--- src/rtl/if_stage_if.sv ---
// Instruction-fetch bundle: ROM request/response, execute-stage redirect
// and the valid/ready output towards decode.
interface if_stage_if;
  logic        irom_req;
  logic [31:0] irom_addr;
  logic        irom_gnt;
  logic        irom_rvalid;
  logic [31:0] irom_rdata;
  logic        redirect;
  logic [31:0] redirect_pc;
  logic        id_ready;
  logic        id_valid;
  logic [31:0] id_inst;
  logic [31:0] id_pc;
  logic [31:0] id_pc4;

  // Fetch stage side
  modport master (
    output irom_req, irom_addr,
    input  irom_gnt, irom_rvalid, irom_rdata,
    input  redirect, redirect_pc,
    input  id_ready,
    output id_valid, id_inst, id_pc, id_pc4
  );

  // ROM / execute / decode side
  modport slave (
    input  irom_req, irom_addr,
    output irom_gnt, irom_rvalid, irom_rdata,
    output redirect, redirect_pc,
    output id_ready,
    input  id_valid, id_inst, id_pc, id_pc4
  );
endinterface

--- src/rtl/if_stage.sv ---
// Instruction-fetch stage: owns the PC, fetches one word at a time from the
// instruction ROM and hands {inst, pc, pc+4} to decode through a single
// valid/ready output register. Redirects from execute flush everything.
//
// state  | meaning
// S_REQ  | request pc when the output slot is free, wait for gnt
// S_WAIT | request accepted, waiting for rvalid (data dropped if kill set)
module if_stage #(
  parameter logic [31:0] RESET_PC = 32'h0000_0000,
  parameter int          ADDR_W   = 32
) (
  input  logic        clk,
  input  logic        rst,
  if_stage_if.master  bus
);

  localparam logic [31:0] NOP = 32'h0000_0013;

  typedef enum logic {S_REQ, S_WAIT} state_t;

  state_t            state_q, state_d;
  logic [ADDR_W-1:0] pc_q, pc_d;
  logic              kill_q, kill_d;
  logic              valid_q, valid_d;
  logic [31:0]       inst_q, inst_d;
  logic [31:0]       id_pc_q, id_pc_d;
  logic [31:0]       pc4_q, pc4_d;
  logic [ADDR_W-1:0] pc_plus4;
  logic              req;
  logic              load;

  assign pc_plus4 = pc_q + ADDR_W'(4);

  // Next-state, fetch request and output-register update
  always_comb begin
    state_d = state_q;
    pc_d    = pc_q;
    kill_d  = kill_q;
    valid_d = valid_q;
    inst_d  = inst_q;
    id_pc_d = id_pc_q;
    pc4_d   = pc4_q;
    load    = 1'b0;
    // Only fetch when the output slot is free or being drained this cycle,
    // so a returning word always has somewhere to land.
    req     = (state_q == S_REQ) && (!valid_q || bus.id_ready) && !rst;

    case (state_q)
      S_REQ: begin
        if (req && bus.irom_gnt) begin
          state_d = S_WAIT;
          // A redirect in the grant cycle means this response is stale.
          kill_d  = bus.redirect;
        end
      end
      S_WAIT: begin
        if (bus.irom_rvalid) begin
          state_d = S_REQ;
          kill_d  = 1'b0;
          load    = !kill_q && !bus.redirect;
        end else if (bus.redirect) begin
          kill_d  = 1'b1;
        end
      end
      default: state_d = S_REQ;
    endcase

    if (valid_q && bus.id_ready) valid_d = 1'b0;

    if (load) begin
      valid_d = 1'b1;
      inst_d  = bus.irom_rdata;
      id_pc_d = pc_q;
      pc4_d   = pc_plus4;
      pc_d    = pc_plus4;
    end

    // Redirect wins over the sequential pc+4 and flushes the output slot.
    if (bus.redirect) begin
      pc_d    = bus.redirect_pc & ~32'h3;
      valid_d = 1'b0;
    end
  end

  // State and datapath registers
  always_ff @(posedge clk or posedge rst) begin
    if (rst) begin
      state_q <= S_REQ;
      pc_q    <= RESET_PC;
      kill_q  <= 1'b0;
      valid_q <= 1'b0;
      inst_q  <= NOP;
      id_pc_q <= RESET_PC;
      pc4_q   <= RESET_PC + 32'd4;
    end else begin
      state_q <= state_d;
      pc_q    <= pc_d;
      kill_q  <= kill_d;
      valid_q <= valid_d;
      inst_q  <= inst_d;
      id_pc_q <= id_pc_d;
      pc4_q   <= pc4_d;
    end
  end

  assign bus.irom_req  = req;
  assign bus.irom_addr = pc_q;
  assign bus.id_valid  = valid_q;
  assign bus.id_inst   = inst_q;
  assign bus.id_pc     = id_pc_q;
  assign bus.id_pc4    = pc4_q;

endmodule

--- src/flat_wrapper.sv ---
// flat-port wrapper written by rule: the top's interface ports become plain ports
module if_stage_flat 
#(
  parameter logic [31:0] RESET_PC = 32'h0000_0000,
  parameter int          ADDR_W   = 32
)
  (clk, rst, bus_irom_req, bus_irom_addr, bus_irom_gnt, bus_irom_rvalid, bus_irom_rdata, bus_redirect, bus_redirect_pc, bus_id_ready, bus_id_valid, bus_id_inst, bus_id_pc, bus_id_pc4);
  if_stage_if bus_i ();
  input  logic clk;
  input  logic rst;
  output wire logic [$bits(bus_i.irom_req)-1:0] bus_irom_req;
  output wire logic [$bits(bus_i.irom_addr)-1:0] bus_irom_addr;
  input wire logic [$bits(bus_i.irom_gnt)-1:0] bus_irom_gnt;
  input wire logic [$bits(bus_i.irom_rvalid)-1:0] bus_irom_rvalid;
  input wire logic [$bits(bus_i.irom_rdata)-1:0] bus_irom_rdata;
  input wire logic [$bits(bus_i.redirect)-1:0] bus_redirect;
  input wire logic [$bits(bus_i.redirect_pc)-1:0] bus_redirect_pc;
  input wire logic [$bits(bus_i.id_ready)-1:0] bus_id_ready;
  output wire logic [$bits(bus_i.id_valid)-1:0] bus_id_valid;
  output wire logic [$bits(bus_i.id_inst)-1:0] bus_id_inst;
  output wire logic [$bits(bus_i.id_pc)-1:0] bus_id_pc;
  output wire logic [$bits(bus_i.id_pc4)-1:0] bus_id_pc4;
  assign bus_irom_req = bus_i.irom_req;
  assign bus_irom_addr = bus_i.irom_addr;
  assign bus_i.irom_gnt = bus_irom_gnt;
  assign bus_i.irom_rvalid = bus_irom_rvalid;
  assign bus_i.irom_rdata = bus_irom_rdata;
  assign bus_i.redirect = bus_redirect;
  assign bus_i.redirect_pc = bus_redirect_pc;
  assign bus_i.id_ready = bus_id_ready;
  assign bus_id_valid = bus_i.id_valid;
  assign bus_id_inst = bus_i.id_inst;
  assign bus_id_pc = bus_i.id_pc;
  assign bus_id_pc4 = bus_i.id_pc4;
  if_stage #(.RESET_PC(RESET_PC), .ADDR_W(ADDR_W)) u_core (.clk(clk), .rst(rst), .bus(bus_i));
endmodule
--- config.mk ---
export PLATFORM = sky130hd
export DESIGN_NAME = if_stage_flat
export DESIGN_NICKNAME = d
export VERILOG_FILES = /design/src/rtl/if_stage_if.sv /design/src/rtl/if_stage.sv /design/src/flat_wrapper.sv
export SDC_FILE = /design/constraint.sdc
export NUM_CORES = 1
export LEC_CHECK = 0
export ABC_AREA = 1
export CAP_MARGIN = 10
export CORE_MARGIN = 2
export CORE_UTILIZATION = 24
export DETAILED_ROUTE_END_ITERATION = 10
export DONT_BUFFER_PORTS = 1
export PLACE_DENSITY_LB_ADDON = 0.08
export SETUP_SLACK_MARGIN = 0.3
export SYNTH_ARGS = -nofsm -noshare
export SYNTH_HDL_FRONTEND = slang
export SYNTH_SLANG_ARGS = --single-unit
--- constraint.sdc ---
create_clock -name clk -period 3.8 [get_ports clk]
set_input_delay 0.76 -clock clk [delete_from_list [all_inputs] [get_ports clk]]
set_output_delay 0.76 -clock clk [all_outputs]
set_load 0.01 [all_outputs]
==> results of run 1 <==
state kept, by name, summed over array words and instances, names as in the netlist:
register              count
u_core.bus.id_inst       32
u_core.bus.id_pc4        30
u_core.bus.id_pc         30
u_core.bus.irom_addr     30
u_core.bus.id_valid       1
u_core.kill_q             1
u_core.state_q            1
area by class of cell:
type | instances | area share
sequential | 125 | 0.4650
inverter | 52 | 0.02953
tap | 319 | 0.05924
timing repair buffer | 7 | 0.007799
multi-input combinational | 508 | 0.3365
clock buffer | 19 | 0.06722
clock inverter | 13 | 0.03473
placed cells by master, fill, tap and decap left out, drive strengths merged:
| master | n |
|---|---|
| a21oi | 1 |
| and2 | 3 |
| buf | 7 |
| bufinv | 6 |
| clkbuf | 19 |
| clkinv | 5 |
| clkinvlp | 1 |
| conb | 6 |
| dfrtp | 121 |
| dfstp | 4 |
| ha | 1 |
| inv | 53 |
| nand2 | 340 |
| nand3 | 50 |
| nand3b | 1 |
| nand4 | 1 |
| nor2 | 43 |
| o211ai | 2 |
| o21ai | 54 |
| or2 | 2 |
| xnor2 | 2 |
| xor2 | 2 |
worst max-delay path, cell delays in order, from the launching register on:
cell and delay, ps:
dfrtp_1 360, inv_1 110, nand4_4 390, inv_2 850, buf_4 370, nand2_1 90
nand2_1 70
per-stage QoR:
step	power [mW]	util	hold WS (ps)	cells	cell area, um^2
after floorplan	2.822	-	473.6	717	5781
after global placement	3.092	0.2570	484.4	1011	6051
after CTS	5.052	0.2862	415.9	1043	6738
final	4.966	0.2862	402.6	1043	6738
after global routing	5.286	0.2862	419.7	1043	6738
after detailed placement	3.101	0.2570	492.2	1011	6051
cell families after synthesis:
family                     Yosys count
AOI/OAI and AO/OA                   57
xor gates and xnor gates             4
adders and majority gates            1
buffers and inverters               84
DFF                                125
other                                1
and+or+nand+nor                    440
routing by layer:
layer | share of wire | track usage | routed length (um) | vias up
met4 | 0.013 | 0.04959 | 227 | 0
li1 | - | - | - | 2197
met5 | 0 | 0 | 0 | -
met1 | 0.44 | 0.1879 | 8054 | 2151
met3 | 0.090 | 0.06165 | 1640 | 17
met2 | 0.45 | 0.2271 | 8214 | 157
path summary, 6_finish.rpt:
check | from | end | slack [ps] | cells after the start
max | u_core.kill_q | u_core.bus.id_inst[0] | 1490 | 6
max in group asynchronous | rst | u_core.bus.id_pc[15] | 2430 | 2
min in group clk | bus_irom_rdata[4] | u_core.bus.id_inst[4] | 430 | 2
max reg2reg | u_core.kill_q | u_core.bus.id_inst[0] | 1490 | 6
min reg2reg | u_core.bus.id_inst[4] | u_core.bus.id_inst[4] | 500 | 2
min | rst | u_core.bus.id_inst[7] | 400 | 1
report_power, final:
part           leakage [nW]  internal, mW  switching [mW]  total [mW]
Clock                 0.338          1.27           0.643        1.91
Sequential             1.56          1.81           0.647        2.46
Combinational          1.46         0.235           0.361       0.595
Total                  3.36          3.32            1.65        4.97
==> flow_metrics.env, run 1 <==
export IMPL_status="completed"
export IMPL_synth_area_leaders="dfrtp_1 (53%), nand2_1 (21%), o21ai_0 (4.7%)"
export IMPL_ff_latch_area_um2=3133
export IMPL_cp_max_fo=39
export IMPL_cts_resized=0
export IMPL_crit_arrival_ps=2670
export IMPL_die_h_um=158.9
export IMPL_clkTransAtPathRegs_ps=60
export IMPL_synthMuxAreaShare=0
export IMPL_grt_pass1_wl_mm=28.68
export IMPL_synth_xor_area_frac=0.006084
export IMPL_cts_setup_buffers=0
export IMPL_synth_area_leader_cell="dfrtp_1"
export IMPL_htree_levels=4
export IMPL_layout_nets=782
export IMPL_filler_cell_count=2598
export IMPL_start_util=0.2446
export IMPL_gp_congestion=0.7479
export IMPL_core_area_um2=23540
export IMPL_clock_sinks=125
export IMPL_yosysSeqAreaShare=0.5441
export IMPL_hold_buffers=0
export IMPL_grt_overflow_total=0
export IMPL_rsz0062_at_grt="no"
export IMPL_p_per_area_nw_per_um2=737.0
export IMPL_yosys_cell_types_count=28
export IMPL_yosysTopAreaCellShare=0.5259
export IMPL_post_dp_hpwl_mm=13.02
export IMPL_num_vias=4522
export IMPL_diodes=0
export IMPL_drtAntennaViolNets=0
export IMPL_cts_tree="yes"
export IMPL_final_hold_viol_count=0
export IMPL_fin_skew_ps=10.48
export IMPL_rows=56
export IMPL_synth_most_common_cell="nand2_1"
export IMPL_slew_headroom=0.3718
export IMPL_hp_class="primary input to async pin"
export IMPL_post_place_ws_ps=1040
export IMPL_synth_cells=712
export IMPL_tns_ps=0
export IMPL_area_growth_pct=17.01
export IMPL_max_cap_violations=0
export IMPL_via_per_inst=4.336
export IMPL_ir_drop_uv=223.7
export IMPL_leakage_nw=3.363
export IMPL_synthArstFlopShare=1.000
export IMPL_slew_violations=0
export IMPL_worst_slew_pin_slew_ps=940.4
export IMPL_wl_per_cell_um=17.39
export IMPL_drt_pass1_iterations=4
export IMPL_antenna_found_initial=0
export IMPL_synth_simple_area_share=0.3296
export IMPL_route_detailed_drc=0
export IMPL_multiInputGateArea_um2=2267
export IMPL_synth_common_cells="nand2_1 (327), dfrtp_1 (121), o21ai_0 (54), inv_1 (49), nand3_1 (44)"
export IMPL_grt_pass1_vias=4746
export IMPL_setup_violations_final=0
export IMPL_synthesis_area_um2=5758
export IMPL_worstPathRequired_ps=4160
export IMPL_cts_buffers_inserted=17
export IMPL_dieArea_um2=25250
export IMPL_cts_max_path_buffers=2
export IMPL_synth_top_family_by_area="simple AND/OR/NAND/NOR gates"
export IMPL_synth_adder_area_share=0.002173
export IMPL_ys_ff_latch=125
export IMPL_cts_root_buf="clkbuf_16"
export IMPL_drt_total_wl_mm=18.14
export IMPL_layout_setup_ws_ps=1493
export IMPL_die_w_um=158.9
export IMPL_track_usage=0.1479
export IMPL_criticalPathCategory="flop to flop"
export IMPL_io_pins=200
export IMPL_clock_latency_ps=420
export IMPL_synth_edf_count=0
export IMPL_layout_min_cycle_time_ps=2307
export IMPL_period_share=0.6071
export IMPL_setup_worst_path_end_class="flop"
export IMPL_startpoint_type="flop"
export IMPL_drive_gt1_frac=0.1160
export IMPL_synth_compound_area_frac=0.05041
export IMPL_synth_main_ff_cell="dfrtp_1"
export IMPL_port_buffers=0
export IMPL_max_freq_mhz=433.5
export IMPL_synth_warnings=0
export IMPL_grt_max_degree=92
export IMPL_drt_iter0_markers=284
export IMPL_avgSynthCellArea_um2=8.087
(Power assumes the default switching activity.)
==> run 2: changes to the inputs <==
==> constraint.sdc (replaced) <==
create_clock -name clk -period 2.4 [get_ports clk]
set_input_delay 0.48 -clock clk [delete_from_list [all_inputs] [get_ports clk]]
set_output_delay 0.48 -clock clk [all_outputs]
set_load 0.01 [all_outputs]
==> run 2 against run 1 <==
  * Power increased by 53%
  * Hold slack lost 380 ps
  * Clock-buffer cell count is 3 higher
  * Maximum frequency increased by 31%
  * Clock power increased by 43%
  * Wire length decreased by 2.1%
  * Clock skew increased by 3.3 ps
  * Sequential power up 58%
  * Highest routed layer unchanged
==> flow_metrics.env, run 2 (same netlist as run 1, synthesis figures left out) <==
export IMPL_status="completed"
export IMPL_route_detailed_drc=0
export IMPL_p_per_area_nw_per_um2=1127
export IMPL_num_vias=4484
export IMPL_cts_max_path_buffers=2
export IMPL_fin_skew_ps=13.76
export IMPL_cts_buffers_inserted=17
export IMPL_wl_per_cell_um=17.06
export IMPL_layout_min_cycle_time_ps=1758
export IMPL_diodes=0
export IMPL_rows=56
export IMPL_clock_sinks=125
export IMPL_layout_nets=783
export IMPL_final_hold_viol_count=0
export IMPL_io_pins=200
export IMPL_grt_pass1_wl_mm=27.93
export IMPL_area_growth_pct=16.93
export IMPL_startpoint_type="flop"
export IMPL_hold_buffers=0
export IMPL_total_power_mw=7.586
export IMPL_worst_slew_pin_slew_ps=660.6
export IMPL_post_dp_hpwl_mm=13.01
export IMPL_htree_levels=4
export IMPL_drive_gt1_frac=0.1108
export IMPL_drt_iter0_markers=322
export IMPL_dieArea_um2=25250
export IMPL_core_area_um2=23540
export IMPL_cts_root_buf="clkbuf_16"
export IMPL_die_h_um=158.9
export IMPL_mostFrequentLayoutCells="nand2_1 (327), dfrtp_1 (121), o21ai_0 (54), inv_1 (48), nand3_1 (44)"
export IMPL_ir_drop_uv=424.4
export IMPL_criticalPathCategory="flop to flop"
export IMPL_setup_worst_path_end_class="flop"
export IMPL_via_per_inst=4.307
export IMPL_cts_resized=0
export IMPL_antenna_found_initial=0
export IMPL_filler_cell_count=2585
export IMPL_cts_setup_buffers=0
export IMPL_worstPathRequired_ps=2710
export IMPL_tns_ps=0
export IMPL_slew_violations=0
export IMPL_rsz0062_at_grt="no"
export IMPL_leakage_nw=3.350
export IMPL_drt_total_wl_mm=17.76
export IMPL_grt_max_degree=96
export IMPL_max_cap_violations=0
export IMPL_slew_headroom=0.5587
export IMPL_die_w_um=158.9
export IMPL_port_buffers=0
export IMPL_clkTransAtPathRegs_ps=60
export IMPL_drt_pass1_iterations=5
export IMPL_track_usage=0.1444
export IMPL_largest_reg_flops=32
export IMPL_hp_class="primary input to async pin"
export IMPL_drtAntennaViolNets=0
export IMPL_grt_pass1_vias=4576
export IMPL_final_common_cell="nand2_1"
export IMPL_crit_arrival_ps=2070
export IMPL_cts_tree="yes"
export IMPL_max_freq_mhz=568.9
export IMPL_start_util=0.2446
export IMPL_period_share=0.7324
export IMPL_setup_violations_final=0
export IMPL_grt_overflow_total=0
export IMPL_cp_max_fo=5
export IMPL_clock_latency_ps=420
export IMPL_gp_congestion=0.7673
[run 2: through the flow]
stage / setup slack [ps] / instances / hold slack, ps / util / cell area, um^2
finish: 642.1 / 1041 / 18.71 / 0.2860 / 6733
CTS: 629.2 / 1041 / 25.04 / 0.2860 / 6733
floorplan: 384.0 / 717 / 473.6 / - / 5781
detailed placement: 654.0 / 1012 / 482.1 / 0.2600 / 6121
global placement: 696.1 / 1012 / 480.9 / 0.2600 / 6121
global route: 508.5 / 1041 / 37.72 / 0.2860 / 6733
[run 2: cell type report]
type | instances | area (um^2) | share of cell area
inverters | 52 | 198.9 | 0.02955
clock buffers | 22 | 474.2 | 0.07043
flip-flops and latches | 125 | 3133 | 0.4653
multi-input cells | 508 | 2267 | 0.3367
well taps | 319 | 399.1 | 0.05928
clock inverters | 7 | 137.6 | 0.02044
repair buffers | 8 | 122.6 | 0.01821
[run 2: final timing paths]
check                                        start                  endpoint  slack [ps]  cells after the start
min reg2reg                  u_core.bus.id_inst[0]     u_core.bus.id_inst[0]         490                      2
max                        u_core.bus.irom_addr[3]  u_core.bus.irom_addr[20]         640                      8
min                                            rst             u_core.kill_q          20                      1
min in group clk                 bus_irom_rdata[4]     u_core.bus.id_inst[4]         160                      2
max reg2reg                u_core.bus.irom_addr[3]  u_core.bus.irom_addr[20]         640                      8
max in group asynchronous                      rst     u_core.bus.id_inst[0]        1690                      2
[run 2: worst max-delay path, stage by stage, from the launching register on]
cell and delay, ps:
dfrtp_1 490, ha_1 230, nand2_2 90, nor2_4 180, nand3b_1 250, nor2_1 160, nand2_1 60, nand3_1 120
nand2_1 60
[run 2: layer usage]
layer  vias to the layer above  wire [um]  track usage  part of all wire
li1                       2193          -            -                 -
met1                      2113       7889       0.1833              0.44
met2                       161       8012       0.2213              0.45
met3                        17       1602      0.06165             0.090
met4                         0        255      0.04752             0.014
met5                         -          0            0                 0
[run 2: report_power, final]
| group | internal (mW) | switching [mW] | leakage, nW |
|---|---|---|---|
| Sequential | 2.87 | 1.02 | 1.56 |
| Clock | 1.80 | 0.937 | 0.298 |
| Combinational | 0.386 | 0.572 | 1.49 |
